<file path="src/rtl/socket_operand_buffer_pkg.sv">
// Shared stream types and sizing helpers for the socket-to-adder operand path.
`timescale 1ns/1ps
package sim_stream_pkg;

  localparam int DEFAULT_OP_WIDTH = 32;

  typedef struct packed {
    logic [DEFAULT_OP_WIDTH-1:0] din1;
    logic [DEFAULT_OP_WIDTH-1:0] din0;
  } operand_pair_t;

  // Occupancy must represent 0..depth inclusive, hence one bit beyond the pointer width.
  function automatic int levelWidth(input int depth);
    return $clog2(depth) + 1;
  endfunction

endpackage

</file>
<file path="src/rtl/socket_operand_buffer_sync_fwft_fifo.sv">
// Generic first-word-fall-through FIFO; the head entry is presented straight from storage registers.
`timescale 1ns/1ps
module sync_fwft_fifo
  import sim_stream_pkg::*;
#(
  parameter int WIDTH = 64,
  parameter int DEPTH = 4
) (
  input  logic                         clk,
  input  logic                         rst,
  input  logic [WIDTH-1:0]             i_wrData,
  input  logic                         i_wrValid,
  output logic                         o_wrReady,
  output logic [WIDTH-1:0]             o_rdData,
  output logic                         o_rdValid,
  input  logic                         i_rdReady,
  output logic [levelWidth(DEPTH)-1:0] o_level
);

  localparam int PW = $clog2(DEPTH);
  localparam int LW = levelWidth(DEPTH);
  localparam logic [LW-1:0] FULL_LEVEL = LW'(DEPTH);

  logic [WIDTH-1:0] r_mem [DEPTH];
  logic [PW-1:0]    r_wrPtr;
  logic [PW-1:0]    r_rdPtr;
  logic [LW-1:0]    r_level;
  logic             w_push;
  logic             w_pop;

  // Full/empty come from the registered level only, so ready never depends on a same-cycle pop.
  assign o_wrReady = (r_level < FULL_LEVEL);
  assign o_rdValid = (r_level != '0);
  assign o_rdData  = r_mem[r_rdPtr];
  assign o_level   = r_level;
  assign w_push    = i_wrValid & o_wrReady;
  assign w_pop     = o_rdValid & i_rdReady;

  always_ff @(posedge clk or posedge rst) begin
    if (rst) begin
      r_wrPtr <= '0;
      r_rdPtr <= '0;
      r_level <= '0;
      for (int i = 0; i < DEPTH; i++) begin
        r_mem[i] <= '0;
      end
    end else begin
      if (w_push) begin
        r_mem[r_wrPtr] <= i_wrData;
        r_wrPtr        <= r_wrPtr + PW'(1);
      end
      if (w_pop) begin
        r_rdPtr <= r_rdPtr + PW'(1);
      end
      case ({w_push, w_pop})
        2'b10:   r_level <= r_level + LW'(1);
        2'b01:   r_level <= r_level - LW'(1);
        default: r_level <= r_level;
      endcase
    end
  end

endmodule

</file>
<file path="src/rtl/socket_operand_buffer.sv">
// Elastic operand buffer between the socket receive stream and the adder, with an accepted-word counter.
`timescale 1ns/1ps
module socket_operand_buffer
  import sim_stream_pkg::*;
#(
  parameter int OP_WIDTH  = DEFAULT_OP_WIDTH,
  parameter int DEPTH     = 4,
  parameter int CNT_WIDTH = 32
) (
  input  logic                         clk,
  input  logic                         rst,
  input  logic [2*OP_WIDTH-1:0]        s_data,
  input  logic                         s_valid,
  output logic                         s_ready,
  output logic [OP_WIDTH-1:0]          din0,
  output logic [OP_WIDTH-1:0]          din1,
  output logic                         din_valid,
  input  logic                         din_ready,
  output logic [levelWidth(DEPTH)-1:0] level,
  output logic [CNT_WIDTH-1:0]         word_cnt
);

  logic [2*OP_WIDTH-1:0] w_headPair;
  logic                  w_accept;
  logic [CNT_WIDTH-1:0]  r_wordCnt;

  sync_fwft_fifo #(
    .WIDTH (2*OP_WIDTH),
    .DEPTH (DEPTH)
  ) u_fifo (
    .clk       (clk),
    .rst       (rst),
    .i_wrData  (s_data),
    .i_wrValid (s_valid),
    .o_wrReady (s_ready),
    .o_rdData  (w_headPair),
    .o_rdValid (din_valid),
    .i_rdReady (din_ready),
    .o_level   (level)
  );

  assign din0     = w_headPair[OP_WIDTH-1:0];
  assign din1     = w_headPair[2*OP_WIDTH-1:OP_WIDTH];
  assign w_accept = s_valid & s_ready;
  assign word_cnt = r_wordCnt;

  // Free-running modulo counter of accepted words; wraps rather than saturating.
  always_ff @(posedge clk or posedge rst) begin
    if (rst) begin
      r_wordCnt <= '0;
    end else if (w_accept) begin
      r_wordCnt <= r_wordCnt + CNT_WIDTH'(1);
    end
  end

endmodule

</file>
<file path="config.mk">
export PLATFORM = sky130hd
export DESIGN_NAME = socket_operand_buffer
export DESIGN_NICKNAME = d
export VERILOG_FILES = /design/src/rtl/socket_operand_buffer_pkg.sv /design/src/rtl/socket_operand_buffer_sync_fwft_fifo.sv /design/src/rtl/socket_operand_buffer.sv
export SDC_FILE = /design/constraint.sdc
export NUM_CORES = 1
export LEC_CHECK = 0
export ABC_CLOCK_PERIOD_IN_PS = 20900
export BUFFER_PORTS_ARGS = -buffer_cell sky130_fd_sc_hd__buf_4
export CAP_MARGIN = 15
export CELL_PAD_IN_SITES_DETAIL_PLACEMENT = 0
export CELL_PAD_IN_SITES_GLOBAL_PLACEMENT = 2
export CORE_ASPECT_RATIO = 1.1
export CORE_MARGIN = 8
export CORE_UTILIZATION = 47
export CTS_CLUSTER_SIZE = 28
export DETAILED_ROUTE_END_ITERATION = 10
export PLACE_DENSITY_LB_ADDON = 0.08
export SLEW_MARGIN = 10
export SYNTH_ARGS = -nofsm -noshare
export SYNTH_HDL_FRONTEND = slang
export SYNTH_HIERARCHICAL = 1
export SYNTH_SLANG_ARGS = --single-unit
</file>
<file path="constraint.sdc">
create_clock -name clk -period 20.9 [get_ports clk]
set_input_delay 1.045 -clock clk [delete_from_list [all_inputs] [get_ports clk]]
set_output_delay 1.045 -clock clk [all_outputs]
set_load 0.01 [all_outputs]
</file>
==> summary by stage, run 1 <==
Placement
The HPWL after detailed placement is 18550 microns. The worst setup timing slack at the placement stage is 17430 ps. The number of port buffers is 168.

At the end of routability-driven placement, the weighted congestion stood at 0.7324. After detailed placement, the total cell area comes to 15340 sq um.

Global routing
The global-route usage over all layers is 17.39%. The initial antenna violation count is 0. The largest net degree at the start of global routing is 117.

The overall overflow remaining after global route is 0. The first global-routing pass estimated 50150 microns of wire. The via count of the first global-routing pass came to 8689.

Layout
Measured on the finished design, the core utilization comes to 55.33%. Leaving out fill and tap cells, the most frequent cell in the layout is sky130_fd_sc_hd__dfrtp_1. The summed area of non-filler cells in the final layout is 16400 sq um. In the layout the commonest cells are 293 x sky130_fd_sc_hd__dfrtp_1, 240 x sky130_fd_sc_hd__mux2_4, 172 x sky130_fd_sc_hd__buf_4. The layout filler cell count is 2372. The sequential cell area is 7390 sq um. Cells with a size suffix above 1 make up 57.45% of the layout. The number of antenna diodes in the final layout is 0. At the end of the flow, the number of nets in the layout was 1022. The area taken by multi-input logic gates is 6141 sq um. Compared with the post-synthesis result, the final layout area differs by 15.92%.

Die
The floorplan core area is 29650 sq um. The number of primary I/O pins is 169. For this configuration, the core starts out at a cell density of 47.73%. The floorplan step defined a die boundary enclosing 35920 sq um. The number of cell rows is 66. The x dimension of the die is 181.4 microns. The chip height is 198.0 microns.

Synth
Summing every instance area after synthesis gives 14150 sq um. The commonest register cell after synthesis is sky130_fd_sc_hd__dfrtp_1. Synthesis produced a netlist with a net count of 854. The mux share of post-synthesis cell area is 37.08%. Sequential elements use 52.17% of the synthesized area. The cell count after synthesis came out at 779.

The library cell occupying the most area in the post-synthesis netlist is sky130_fd_sc_hd__dfrtp_1. Sorting the synthesized cells by area gives the leading types as sky130_fd_sc_hd__dfrtp_1 52%, sky130_fd_sc_hd__mux2_4 25%, sky130_fd_sc_hd__mux4_2 10%. The netlist uses 31 different library cells. After Yosys synthesis, full adders, half adders and majority gates account for 0.6720% of the synthesized area. The synthesized netlist devotes 3.254% of its cell area to simple gates. After synthesis, the largest family of logic cells by area is multiplexers. Summing the areas of all compound-gate instances in the mapped netlist gives 0.1061% of the synthesized area. The Yosys step of the flow raised 6 warnings. Averaged over all synthesized cells, the footprint is 18.16 sq um. The number of synthesized flops with an enable pin is 0.

The async set or reset register ratio after synthesis is 100.0%. The xor and xnor area share after synthesis is 2.290%. Summed over its instances, the top area cell type makes up 52.17% of the synthesized netlist area. Synthesis inferred 295 register bits.

Clocking
The number of cells upsized or downsized after cts is 0. Buffers added to address setup during post-CTS repair amount to 0. Counting the buffers created by CTS gives 34.

The clock input transition at the sequential cells of the worst setup and hold paths is 60 ps. The clock reaches the later pin of the worst-skew pair after 500 ps. CTS placed an instance of sky130_fd_sc_hd__clkbuf_16 at the clock tree root. The quantity of hold-fixing buffers added after cts is 0. The clock tree from TritonCTS is built. The number of buffers between clock root and the deepest sink is 3. CTS saw 295 sinks.

The number of H-tree levels is 2.

STA
The final setup skew is 9.426 ps. The max-slew violation count is 0. Headroom to the max-slew limit came out at 23.00%. The setup-violating endpoint count in the final report is 0. Setup repair after global routing left no endpoint under its margin. The final count of hold timing violations was 0.

The worst setup margin is 17000 ps. The fraction of the cycle the final worst path needs is 18.66%. For the pin with the worst max-slew slack, the measured transition is 1155 ps. The upper clock frequency limit is 256.5 MHz. The routed design could run at a clock period as short as 3899 ps.

The setup TNS is 0 ps.

Status
The run finished with clean final reports.

Detailed routing
The final layout contains routed wiring with a total length of 30600 microns. Dividing the detail-routed wire length by the instance count gives 22.83 microns. In the routed layout, each cell is associated on average with a via count of 5.472. The first TritonRoute pass finished after 6 iterations.

For this block, the initial DRC count from the detailed router was 290. The routed via count is 7332. The DRC violations left is 0. The post-detailed-route count of antenna-violating nets is 0.

Critical path
The kind of launch point of the worst setup path is a flop. In this design, the stage delay of the slowest critical-path cell is 810 ps. The required time at the endpoint of the critical path is 19850 ps. Traced cell by cell, the critical path runs through buf_4 -> mux4_2 -> buf_4. By instance count, the cell type seen most on the critical path is sky130_fd_sc_hd__buf_4. STA classifies the critical path endpoint as a primary output.

The worst register-to-register path begins at u_fifo/o_level[2]. The launch point of the critical path is u_fifo/r_rdPtr[0]. The endpoint arrival time on the critical path is 2850 ps. The cell with the biggest individual delay on the critical path is sky130_fd_sc_hd__dfrtp_4.

Along the worst path, the maximum fanout reaches 36. The class of the most critical setup path is reg -> out.

Pwr
IR analysis of the VDD net gives a maximum drop of 0.07432 mV. The leakage power of the design is 8.101 nW. The power per cell area is 168.9 nW/um^2.

Flow run
The number of max-capacitance violations reported is 0.

Worst hold path
The origin of the worst min-delay path is word_cnt[31]. The type of the worst min-delay path is reg -> reg.
flip-flops by register name, indices dropped and copies added (netlist names):
signal	cells
u_fifo/r_rdPtr	2
u_fifo/r_wrPtr	2
word_cnt	32
u_fifo/o_level	3
u_fifo/r_mem	256
critical path: cells and delay by family (launching register included):
family,cells,cell delay (ps)
multiplexers,1,650
buffers and inverters,2,880
flip-flops,1,810
final cells by class:
class,count,share of cell area [%]
clock buffer,51,6.209
clock inverter,4,0.2746
inverter,11,0.2975
multi-input combinational,433,37.44
sequential,295,45.05
tap,374,2.853
timing repair buffer,172,7.872
path summary, 6_finish.rpt:
check	end	slack [ps]	cells past startpoint
max	din1[28]	17000	3
min	word_cnt[31]	480	1
max reg2reg	u_fifo/r_mem[64]	18300	3
min reg2reg	word_cnt[31]	480	1
max in group asynchronous	u_fifo/r_mem[129]	18680	3
min in group asynchronous	word_cnt[3]	670	3
Yosys cell counts, types with 3 or more instances:
master	number
sky130_fd_sc_hd__and4_1	3
sky130_fd_sc_hd__buf_4	5
sky130_fd_sc_hd__mux2_4	240
sky130_fd_sc_hd__buf_2	8
sky130_fd_sc_hd__nand2_8	4
sky130_fd_sc_hd__nor2_1	9
sky130_fd_sc_hd__and3_1	5
sky130_fd_sc_hd__ha_1	6
sky130_fd_sc_hd__xnor2_1	27
sky130_fd_sc_hd__mux4_2	64
sky130_fd_sc_hd__buf_12	25
sky130_fd_sc_hd__nand4_1	13
sky130_fd_sc_hd__inv_1	11
sky130_fd_sc_hd__nand3_1	9
sky130_fd_sc_hd__xor2_1	10
sky130_fd_sc_hd__mux2_2	17
sky130_fd_sc_hd__nor3_2	3
sky130_fd_sc_hd__nand2_1	11
sky130_fd_sc_hd__dfrtp_1	295
where the power goes:
part	internal, mW	leakage, nW	switching (mW)
logic	0.766	3.99	0.392
clock network	0.347	0.522	0.224
registers	0.838	3.58	0.204
metrics by stage:
stage | hold WS (ps) | power, mW | cells
5_1_grt | 498.4 | 2.931 | 1340
4_1_cts | 486.2 | 2.817 | 1340
3_5_place_dp | 465.4 | 2.226 | 1285
6_report | 484.1 | 2.770 | 1340
3_3_place_gp | 466.6 | 2.181 | 1285
2_1_floorplan | 474.0 | 1.850 | 779
routing by layer:
metal	vias up	track usage (%)	share of wire (%)
li1	3181	-	-
met1	3952	22.07	43
met2	161	29.53	50
met3	38	4.418	5.4
met4	0	4.406	1.8
met5	-	0	0
kinds of logic after synthesis:
group | count (synthesis)
buf+inv | 51
simple gates | 65
flops | 295
mux | 322
xor+xnor | 37
fa+ha+maj | 7
compound gates | 2
Note: power is estimated with default switching activity, not from simulation.
==> run 2: changes to the inputs <==
--- a/config.mk
+++ b/config.mk
@@ -5,14 +5,15 @@
 export SDC_FILE = /design/constraint.sdc
 export NUM_CORES = 1
 export LEC_CHECK = 0
-export ABC_CLOCK_PERIOD_IN_PS = 20900
+export ABC_AREA = 1
+export ABC_CLOCK_PERIOD_IN_PS = 4100
 export BUFFER_PORTS_ARGS = -buffer_cell sky130_fd_sc_hd__buf_4
 export CAP_MARGIN = 15
 export CELL_PAD_IN_SITES_DETAIL_PLACEMENT = 0
 export CELL_PAD_IN_SITES_GLOBAL_PLACEMENT = 2
 export CORE_ASPECT_RATIO = 1.1
 export CORE_MARGIN = 8
-export CORE_UTILIZATION = 47
+export CORE_UTILIZATION = 36
 export CTS_CLUSTER_SIZE = 28
 export DETAILED_ROUTE_END_ITERATION = 10
 export PLACE_DENSITY_LB_ADDON = 0.08
==> constraint.sdc (replaced) <==
create_clock -name clk -period 4.1 [get_ports clk]
set_input_delay 0.205 -clock clk [delete_from_list [all_inputs] [get_ports clk]]
set_output_delay 0.205 -clock clk [all_outputs]
set_load 0.01 [all_outputs]
==> summary by stage, run 2 <==
Status
Status: finished, final reports clean (unchanged).

Clocking
The number of cells upsized or downsized after cts is 0 (unchanged). The CTS sink count is 295 (unchanged). The number of buffers between clock root and the deepest sink is 3 (unchanged). The buffer cell driving the clock tree root is sky130_fd_sc_hd__clkbuf_16 (unchanged). The number of clock buffers inserted by TritonCTS is 36 (was 34). The clock tree from TritonCTS is built (unchanged). The clock insertion delay at the later pin of the skew report is 520 ps (was 500 ps).

The number of H-tree levels is 2 (unchanged). The clock input transition at the sequential cells of the worst setup and hold paths was 60 ps (about the same).

STA
The final setup skew was 14.70 ps (was 9.426 ps). The minimum clock period is 2652 ps. The setup TNS was 0 ps (unchanged). The slew of the pin with the lowest slew margin is 1131 ps (was 1155 ps). The upper clock frequency limit is 377.0 MHz. The worst max-slew margin expressed relative to the limit is 24.60% (was 23.00%). The setup-violating endpoint count in the final report is 0 (unchanged). RSZ-0062 raised after global routing: false (unchanged). The fraction of the cycle the final worst path needs is 64.69%. The max-slew violation count is 0 (unchanged).

The final count of hold timing violations was 0 (unchanged).

Synth
The area share of the leading cell type in the synthesized netlist is 49.96% (was 52.17%). The number of warnings printed during yosys synthesis was 6 (unchanged). The commonest register cell after synthesis is sky130_fd_sc_hd__dfrtp_1 (unchanged). The sequential fraction of the synthesis area is 49.96% (was 52.17%).

The post-synthesis area per instance is 8.764 sq um (was 18.16 sq um). Ranking of synthesized cells by instance count: 550 x sky130_fd_sc_hd__nand2_1, 295 x sky130_fd_sc_hd__dfrtp_1, 226 x sky130_fd_sc_hd__inv_1 (was 295 x sky130_fd_sc_hd__dfrtp_1, 240 x sky130_fd_sc_hd__mux2_4, 64 x sky130_fd_sc_hd__mux4_2). The flop and latch count out of synthesis is 295 (unchanged). The most frequent cell after synthesis is sky130_fd_sc_hd__nand2_1 (was sky130_fd_sc_hd__dfrtp_1). The cell count after synthesis is 1686 (was 779). The library cell occupying the most area in the post-synthesis netlist is sky130_fd_sc_hd__dfrtp_1 (unchanged). The combined area of all synthesized cells came to 14780 sq um (was 14150 sq um). The number of nets produced by synthesis came to 1761 (was 854). The number of distinct library cells after synthesis is 33 (was 31).

The number of synthesized flops with an enable pin is 0 (unchanged). Biggest area contributors in the synthesized netlist: sky130_fd_sc_hd__dfrtp_1 50%, sky130_fd_sc_hd__nand2_1 14%, sky130_fd_sc_hd__o21ai_2 8.6% (was sky130_fd_sc_hd__dfrtp_1 52%, sky130_fd_sc_hd__mux2_4 25%, sky130_fd_sc_hd__mux4_2 10%). The async set or reset register ratio after synthesis is 100.0% (unchanged).

Layout
The fraction of layout instances using a drive strength above 1 is 22.44% (was 57.45%). The final net count is 1910 (was 1022). The summed area of non-filler cells in the final layout was 17500 sq um (was 16400 sq um).

The number of flip-flops in the largest register is 256 (unchanged). Leading cell types in the layout, fill and taps excluded: 550 x sky130_fd_sc_hd__nand2_1, 294 x sky130_fd_sc_hd__dfrtp_1, 224 x sky130_fd_sc_hd__inv_1 (was 293 x sky130_fd_sc_hd__dfrtp_1, 240 x sky130_fd_sc_hd__mux2_4, 172 x sky130_fd_sc_hd__buf_4). The layout-stage area growth over the synthesis result came to 18.45% (was 15.92%). The leading cell type in the layout, fill and taps excluded is sky130_fd_sc_hd__nand2_1 (was sky130_fd_sc_hd__dfrtp_1). The antenna cell count is 0 (unchanged). The register with the most flip-flops is u_fifo/r_mem (unchanged).

Placement
The area after detailed placement is 16090 sq um (was 15340 sq um). The number of port buffers was 168 (unchanged). The global placement routability congestion is 0.7231 (was 0.7324).

The total half-perimeter wirelength after legalization and detailed placement is 23090 microns (was 18550 microns).

Pwr
The switching power as a share of total power came to 38.85% (was 29.60%). The reported net switching power came to 5.317 mW (was 0.8201 mW). The leakage power of the design was 8.833 nW (was 8.101 nW). The overall power after layout came to 13.69 mW (was 2.770 mW). The sequential share of power is 34.7% (was 37.6%). The internal portion of total power came to 8.368 mW (was 1.950 mW).

The clock network power share is 22.8% (was 20.6%). The part of the total power dissipated in combinational logic came to 42.5% (was 41.8%). The worst supply voltage drop on vdd is 0.3084 mV (was 0.07432 mV). The power per cell area is 781.9 nW/um^2 (was 168.9 nW/um^2).

Critical path
The delay of the slowest cell on the worst path is 520 ps (was 810 ps). The required time at the endpoint of the critical path is 3890 ps (was 19850 ps). The type of element capturing the critical path is a primary output (unchanged). The endpoint arrival time on the critical path is 2450 ps (was 2850 ps). Critical Path, Cell by Cell: inv_6 -> buf_4 -> nand2_1 -> o211ai_1 -> nand2_1 -> buf_4 (was buf_4 -> mux4_2 -> buf_4). The class of the most critical setup path is reg -> out (unchanged).

The cell with the biggest individual delay on the critical path is sky130_fd_sc_hd__inv_6 (was sky130_fd_sc_hd__dfrtp_4). The kind of launch point of the worst setup path is a flop (unchanged). The biggest fanout along the worst timing path was 101 (was 36).

Global routing
The overall overflow remaining after global route is 0 (unchanged). The via count of the first global-routing pass was 11340 (was 8689). The global-route usage over all layers was 15.91% (was 17.39%).

The largest net degree at the start of global routing came to 129 (was 117). The first-pass GRT wire length is 62530 microns (was 50150 microns). The initial antenna violation count is 0 (unchanged).

Detailed routing
The DRC violations left is 0 (unchanged). The routed via count was 11090 (was 7332). The post-detailed-route count of antenna-violating nets came to 0 (unchanged).

The total wirelength of the detailed-routed design is 37410 microns (was 30600 microns). The routed length per placed instance was 15.73 microns (was 22.83 microns). The first-pass detailed-route iteration total is 5 (was 6). The initial DRC count is 624 (was 290).

The average via count per standard cell came to 4.662 (was 5.472).

Die
The effective utilization at floorplan came to 36.14% (was 47.73%). The floorplan core area came to 40890 sq um (was 29650 sq um). The chip height came to 228.5 microns (was 198.0 microns). The overall die area is 47790 sq um (was 35920 sq um). The number of cell rows was 78 (was 66). The x dimension of the die is 209.2 microns (was 181.4 microns). The number of primary I/O pins is 169 (unchanged).

Worst hold path
The type of the worst min-delay path is in -> reg (was reg -> reg).

Flow run
The number of max-capacitance violations reported came to 0 (unchanged).
-- run 2: per-layer routing --
layer | track usage (%) | part of all wire, %
met1 | 21.43 | 48
met2 | 26.44 | 47
met3 | 2.674 | 3.5
met4 | 3.680 | 1.7
met5 | 0 | 0
-- run 2: power groups by stage --
stage | combinational (mW) | clock, mW | sequential, mW
floorplan | 4.10 | 0 | 4.67
global placement | 5.90 | 0 | 4.76
detailed placement | 5.96 | 0 | 4.79
CTS | 6.00 | 3.25 | 4.75
global route | 6.63 | 3.35 | 4.91
finish | 5.82 | 3.12 | 4.75
-- run 2: logic make-up (layout without fill, tap and decap cells) --
group,Yosys count,count (layout),synth area share (%)
AO/OA/AOI/OAI,388,388,18.99
XOR/XNOR,16,16,0.9483
adder cells (fa/ha/maj),7,7,0.6435
buffers and inverters,328,500,11.13
flip-flops,295,295,49.96
AND/OR/NAND/NOR,652,652,18.33
-- run 2: timing repair --
action | CTS | global route
hold buffers | 27 | 0
setup buffers | 0 | 0
hold endpoints to repair | 114 | 0
endpoints found under the setup margin | 0 | 0
-- run 2: layout make-up --
class                   count  area (sq um)
inverters                 230         872.1
multi-input cells        1063          5768
clock inverters             9         100.1
repair buffers            209          1687
clock buffers              52          1042
well taps                 520         650.6
fillers                  4137         23390
flip-flops and latches    295          7383
-- run 2: worst paths after layout --
kind                              startpoint                 to  depth (start not counted)  slack, ps
min                               s_data[58]  u_fifo/r_mem[122]                          3         20
max reg2reg                u_fifo/o_level[2]  u_fifo/r_mem[146]                          5       1730
min reg2reg                  u_fifo/r_mem[0]    u_fifo/r_mem[0]                          2        480
min in group asynchronous                rst        word_cnt[5]                          4        350
max in group asynchronous                rst  u_fifo/r_mem[207]                          4       2720
max                        u_fifo/r_rdPtr[0]            din1[4]                          6       1450
-- run 2: worst max-delay path: cells and delay by family (launching register included) --
kind | cells | cell delay, ps
and+or+nand+nor | 2 | 200
AOI/OAI and AO/OA | 1 | 100
DFF | 1 | 440
buffers and inverters | 3 | 1150
-- run 2: per-stage QoR --
step | setup WS (ps) | hold WS [ps] | std cells | util, %
6_report | 1448 | 23.99 | 2378 | 42.80
3_5_place_dp | 1717 | 361.0 | 2290 | 39.35
3_3_place_gp | 1756 | 362.9 | 2290 | 39.35
4_1_cts | 1332 | 1.200 | 2378 | 42.80
5_1_grt | 1180 | 13.21 | 2378 | 42.80
2_1_floorplan | 425.5 | 321.2 | 1686 | -
==> run 3: changes to the inputs <==
--- a/config.mk
+++ b/config.mk
@@ -6,14 +6,14 @@
 export NUM_CORES = 1
 export LEC_CHECK = 0
 export ABC_AREA = 1
-export ABC_CLOCK_PERIOD_IN_PS = 4100
+export ABC_CLOCK_PERIOD_IN_PS = 2400
 export BUFFER_PORTS_ARGS = -buffer_cell sky130_fd_sc_hd__buf_4
 export CAP_MARGIN = 15
 export CELL_PAD_IN_SITES_DETAIL_PLACEMENT = 0
 export CELL_PAD_IN_SITES_GLOBAL_PLACEMENT = 2
 export CORE_ASPECT_RATIO = 1.1
 export CORE_MARGIN = 8
-export CORE_UTILIZATION = 36
+export CORE_UTILIZATION = 33
 export CTS_CLUSTER_SIZE = 28
 export DETAILED_ROUTE_END_ITERATION = 10
 export PLACE_DENSITY_LB_ADDON = 0.08
==> constraint.sdc (replaced) <==
create_clock -name clk -period 2.4 [get_ports clk]
set_input_delay 0.12 -clock clk [delete_from_list [all_inputs] [get_ports clk]]
set_output_delay 0.12 -clock clk [all_outputs]
set_load 0.01 [all_outputs]
==> summary by stage, run 3 (synthesis results as in run 2) <==
STA
The max-slew violation count is 0 (unchanged). Counting I/O delays and the setup requirement, the final critical path takes 2197 ps. The final count of hold timing violations came to 0 (unchanged).

The worst setup margin is 202.8 ps (was 1448 ps). Dividing the final minimum period by the clock period gives 91.55%. RSZ-0062 raised after global routing: false (unchanged). The final setup skew is 14.32 ps (was 14.70 ps). The setup-violating endpoint count in the final report is 0 (unchanged). The slew of the pin with the lowest slew margin is 702.4 ps (was 1131 ps).

The worst-case hold slack is 57.10 ps (was 23.99 ps). The worst max-slew margin expressed relative to the limit is 53.08% (was 24.60%). The upper clock frequency limit is 455.1 MHz.

Die
The number of cell rows is 81 (was 78). The effective utilization at floorplan was 33.29% (was 36.14%). The chip height is 237.9 microns (was 228.5 microns). The overall die area is 51810 sq um (was 47790 sq um). The number of primary I/O pins is 169 (unchanged). The floorplan core area came to 44390 sq um (was 40890 sq um). The x dimension of the die came to 217.8 microns (was 209.2 microns).

Detailed routing
The total wirelength of the detailed-routed design is 39290 microns (was 37410 microns). The routed via count is 11400 (was 11090). The average via count per standard cell is 4.570 (was 4.662). The post-detailed-route count of antenna-violating nets was 0 (unchanged). The initial DRC count is 603 (was 624). The first-pass detailed-route iteration total is 5 (unchanged). The routed length per placed instance is 15.75 microns (was 15.73 microns).

The DRC violations left was 0 (unchanged).

Layout
The layout-stage area growth over the synthesis result was 24.21% (was 18.45%). The sequential cell area is 7383 sq um (unchanged). The register with the most flip-flops is u_fifo/r_mem (unchanged). The fraction of layout instances using a drive strength above 1 is 22.78% (was 22.44%). The antenna cell count is 0 (unchanged).

The layout filler cell count is 4590 (was 4137). The number of flip-flops in the largest register is 256 (unchanged). The leading cell type in the layout, fill and taps excluded was sky130_fd_sc_hd__nand2_1 (unchanged). The final net count was 1967 (was 1910). Leading cell types in the layout, fill and taps excluded: 550 x sky130_fd_sc_hd__nand2_1, 294 x sky130_fd_sc_hd__dfrtp_1, 224 x sky130_fd_sc_hd__inv_1 (unchanged). The area taken by multi-input logic gates was 5768 sq um (unchanged).

Pwr
The leakage power of the design is 9.193 nW (was 8.833 nW). The worst supply voltage drop on vdd was 0.5870 mV (was 0.3084 mV). The reported net switching power came to 9.266 mW (was 5.317 mW).

The internal portion of total power was 14.79 mW (was 8.368 mW). The overall power after layout is 24.06 mW (was 13.69 mW). The part of the total power dissipated in combinational logic is 42.8% (was 42.5%). The clock network power share is 23.3% (was 22.8%).

The power per cell area is 1311 nW/um^2 (was 781.9 nW/um^2). The sequential share of power was 33.9% (was 34.7%). The switching power as a share of total power came to 38.52% (was 38.85%).

Clocking
The setup fix buffers added after clock tree synthesis is 0 (unchanged). The number of H-tree levels is 2 (unchanged). The clock tree from TritonCTS is built (unchanged). The clock insertion delay at the later pin of the skew report is 540 ps (was 520 ps).

The clock input transition at the sequential cells of the worst setup and hold paths is 50 ps (was 60 ps). The number of buffers between clock root and the deepest sink is 3 (unchanged). The number of clock buffers inserted by TritonCTS is 38 (was 36). The CTS sink count is 295 (unchanged). The buffer cell driving the clock tree root is sky130_fd_sc_hd__clkbuf_16 (unchanged).

Critical path
The setup slack on the worst flop-to-flop path was 490 ps (was 1730 ps). The biggest fanout along the worst timing path was 63 (was 101). The required time at the endpoint of the critical path came to 2280 ps (was 3890 ps). The terminus of the critical flop-to-flop path was u_fifo/o_level[2] (was u_fifo/r_mem[146]). The reg-to-reg startpoint is u_fifo/o_level[2] (unchanged). The type of element capturing the critical path is a primary output (unchanged).

The cell count of the worst reg-to-reg path is 11 (was 5). The class of the most critical setup path was reg -> out (unchanged). The kind of launch point of the worst setup path was a flop (unchanged). The endpoint arrival time on the critical path was 2080 ps (was 2450 ps).

Placement
The total half-perimeter wirelength after legalization and detailed placement is 25070 microns (was 23090 microns). The worst setup timing slack at the placement stage came to 497.2 ps (was 1717 ps). The global placement routability congestion is 0.7474 (was 0.7231). The number of port buffers was 168 (unchanged).

Global routing
The via count of the first global-routing pass was 11510 (was 11340). The first-pass GRT wire length is 64660 microns (was 62530 microns). The largest net degree at the start of global routing came to 66 (was 129). The global-route usage over all layers was 15.38% (was 15.91%). The overall overflow remaining after global route is 0 (unchanged). The initial antenna violation count is 1 (was 0).

Worst hold path
The type of the worst min-delay path is in -> reg (unchanged). The worst hold path endpoint is word_cnt[1] (was u_fifo/r_mem[122]). The origin of the worst min-delay path was s_valid (was s_data[58]). The number of instances on the worst hold path is 4 (was 3).

Flow run
The number of max-capacitance violations reported is 0 (unchanged).

Status
Status: finished, final reports clean (unchanged).
==> run 3: area by class of cell <==
class	count	area share (%)
inverters	230	4.765
clock buffers	57	6.408
multi-input cells	1063	31.43
clock inverters	5	0.2863
flip-flops and latches	295	40.23
repair buffers	264	12.93
well taps	581	3.961
==> run 3: layer usage <==
layer	up-vias	track usage, %	share of wire (%)
li1	5817	-	-
met1	5375	20.50	47
met2	155	25.30	47
met3	54	3.129	3.7
met4	2	3.910	1.9
met5	-	0	0.033
==> run 3: repair_timing <==
item	in CTS	in global routing
gates resized for setup	0	3
endpoints found under the setup margin	0	2
hold endpoints to repair	306	0
hold buffers	66	0
==> run 3: critical path, cell delays in order (launching register included) <==
cell and delay [ps]:
sky130_fd_sc_hd__dfrtp_1 450, sky130_fd_sc_hd__inv_8 290, sky130_fd_sc_hd__buf_12 310, sky130_fd_sc_hd__nand2_1 90
sky130_fd_sc_hd__o211ai_1 90, sky130_fd_sc_hd__nand2_1 120, sky130_fd_sc_hd__buf_4 170
==> run 3: how the worst max path moves through the flow <==
stage	start	endpoint	slack, ps	cells after the start
finish	u_fifo/r_rdPtr[0]	din1[21]	200	6
global route	u_fifo/r_rdPtr[0]	din1[6]	40	6
CTS	u_fifo/r_rdPtr[0]	din1[17]	80	6
detailed placement	u_fifo/o_level[2]	u_fifo/o_level[1]	500	6
global placement	u_fifo/o_level[2]	u_fifo/o_level[2]	530	11
floorplan	rst	u_fifo/o_level[0]	-1190	1
==> run 3: power by group through the flow <==
| stage | Clock [mW] | Sequential, mW | Combinational, mW |
|---|---|---|---|
| 3_5_place_dp | 0 | 8.21 | 10.5 |
| 4_1_cts | 5.85 | 8.15 | 10.6 |
| 3_3_place_gp | 0 | 8.18 | 10.4 |
| 5_1_grt | 6.02 | 8.42 | 11.7 |
| 2_1_floorplan | 0 | 7.98 | 7.01 |
| 6_report | 5.62 | 8.15 | 10.3 |
==> run 3: per-stage QoR <==
stage	setup TNS, ps	area (sq um)	cells	util [%]
after global placement	0	16460	2367	37.09
after global routing	0	18350	2495	41.35
after floorplan	-312850	14780	1686	-
after CTS	0	18350	2495	41.34
after detailed placement	0	16460	2367	37.09
final	0	18350	2495	41.35
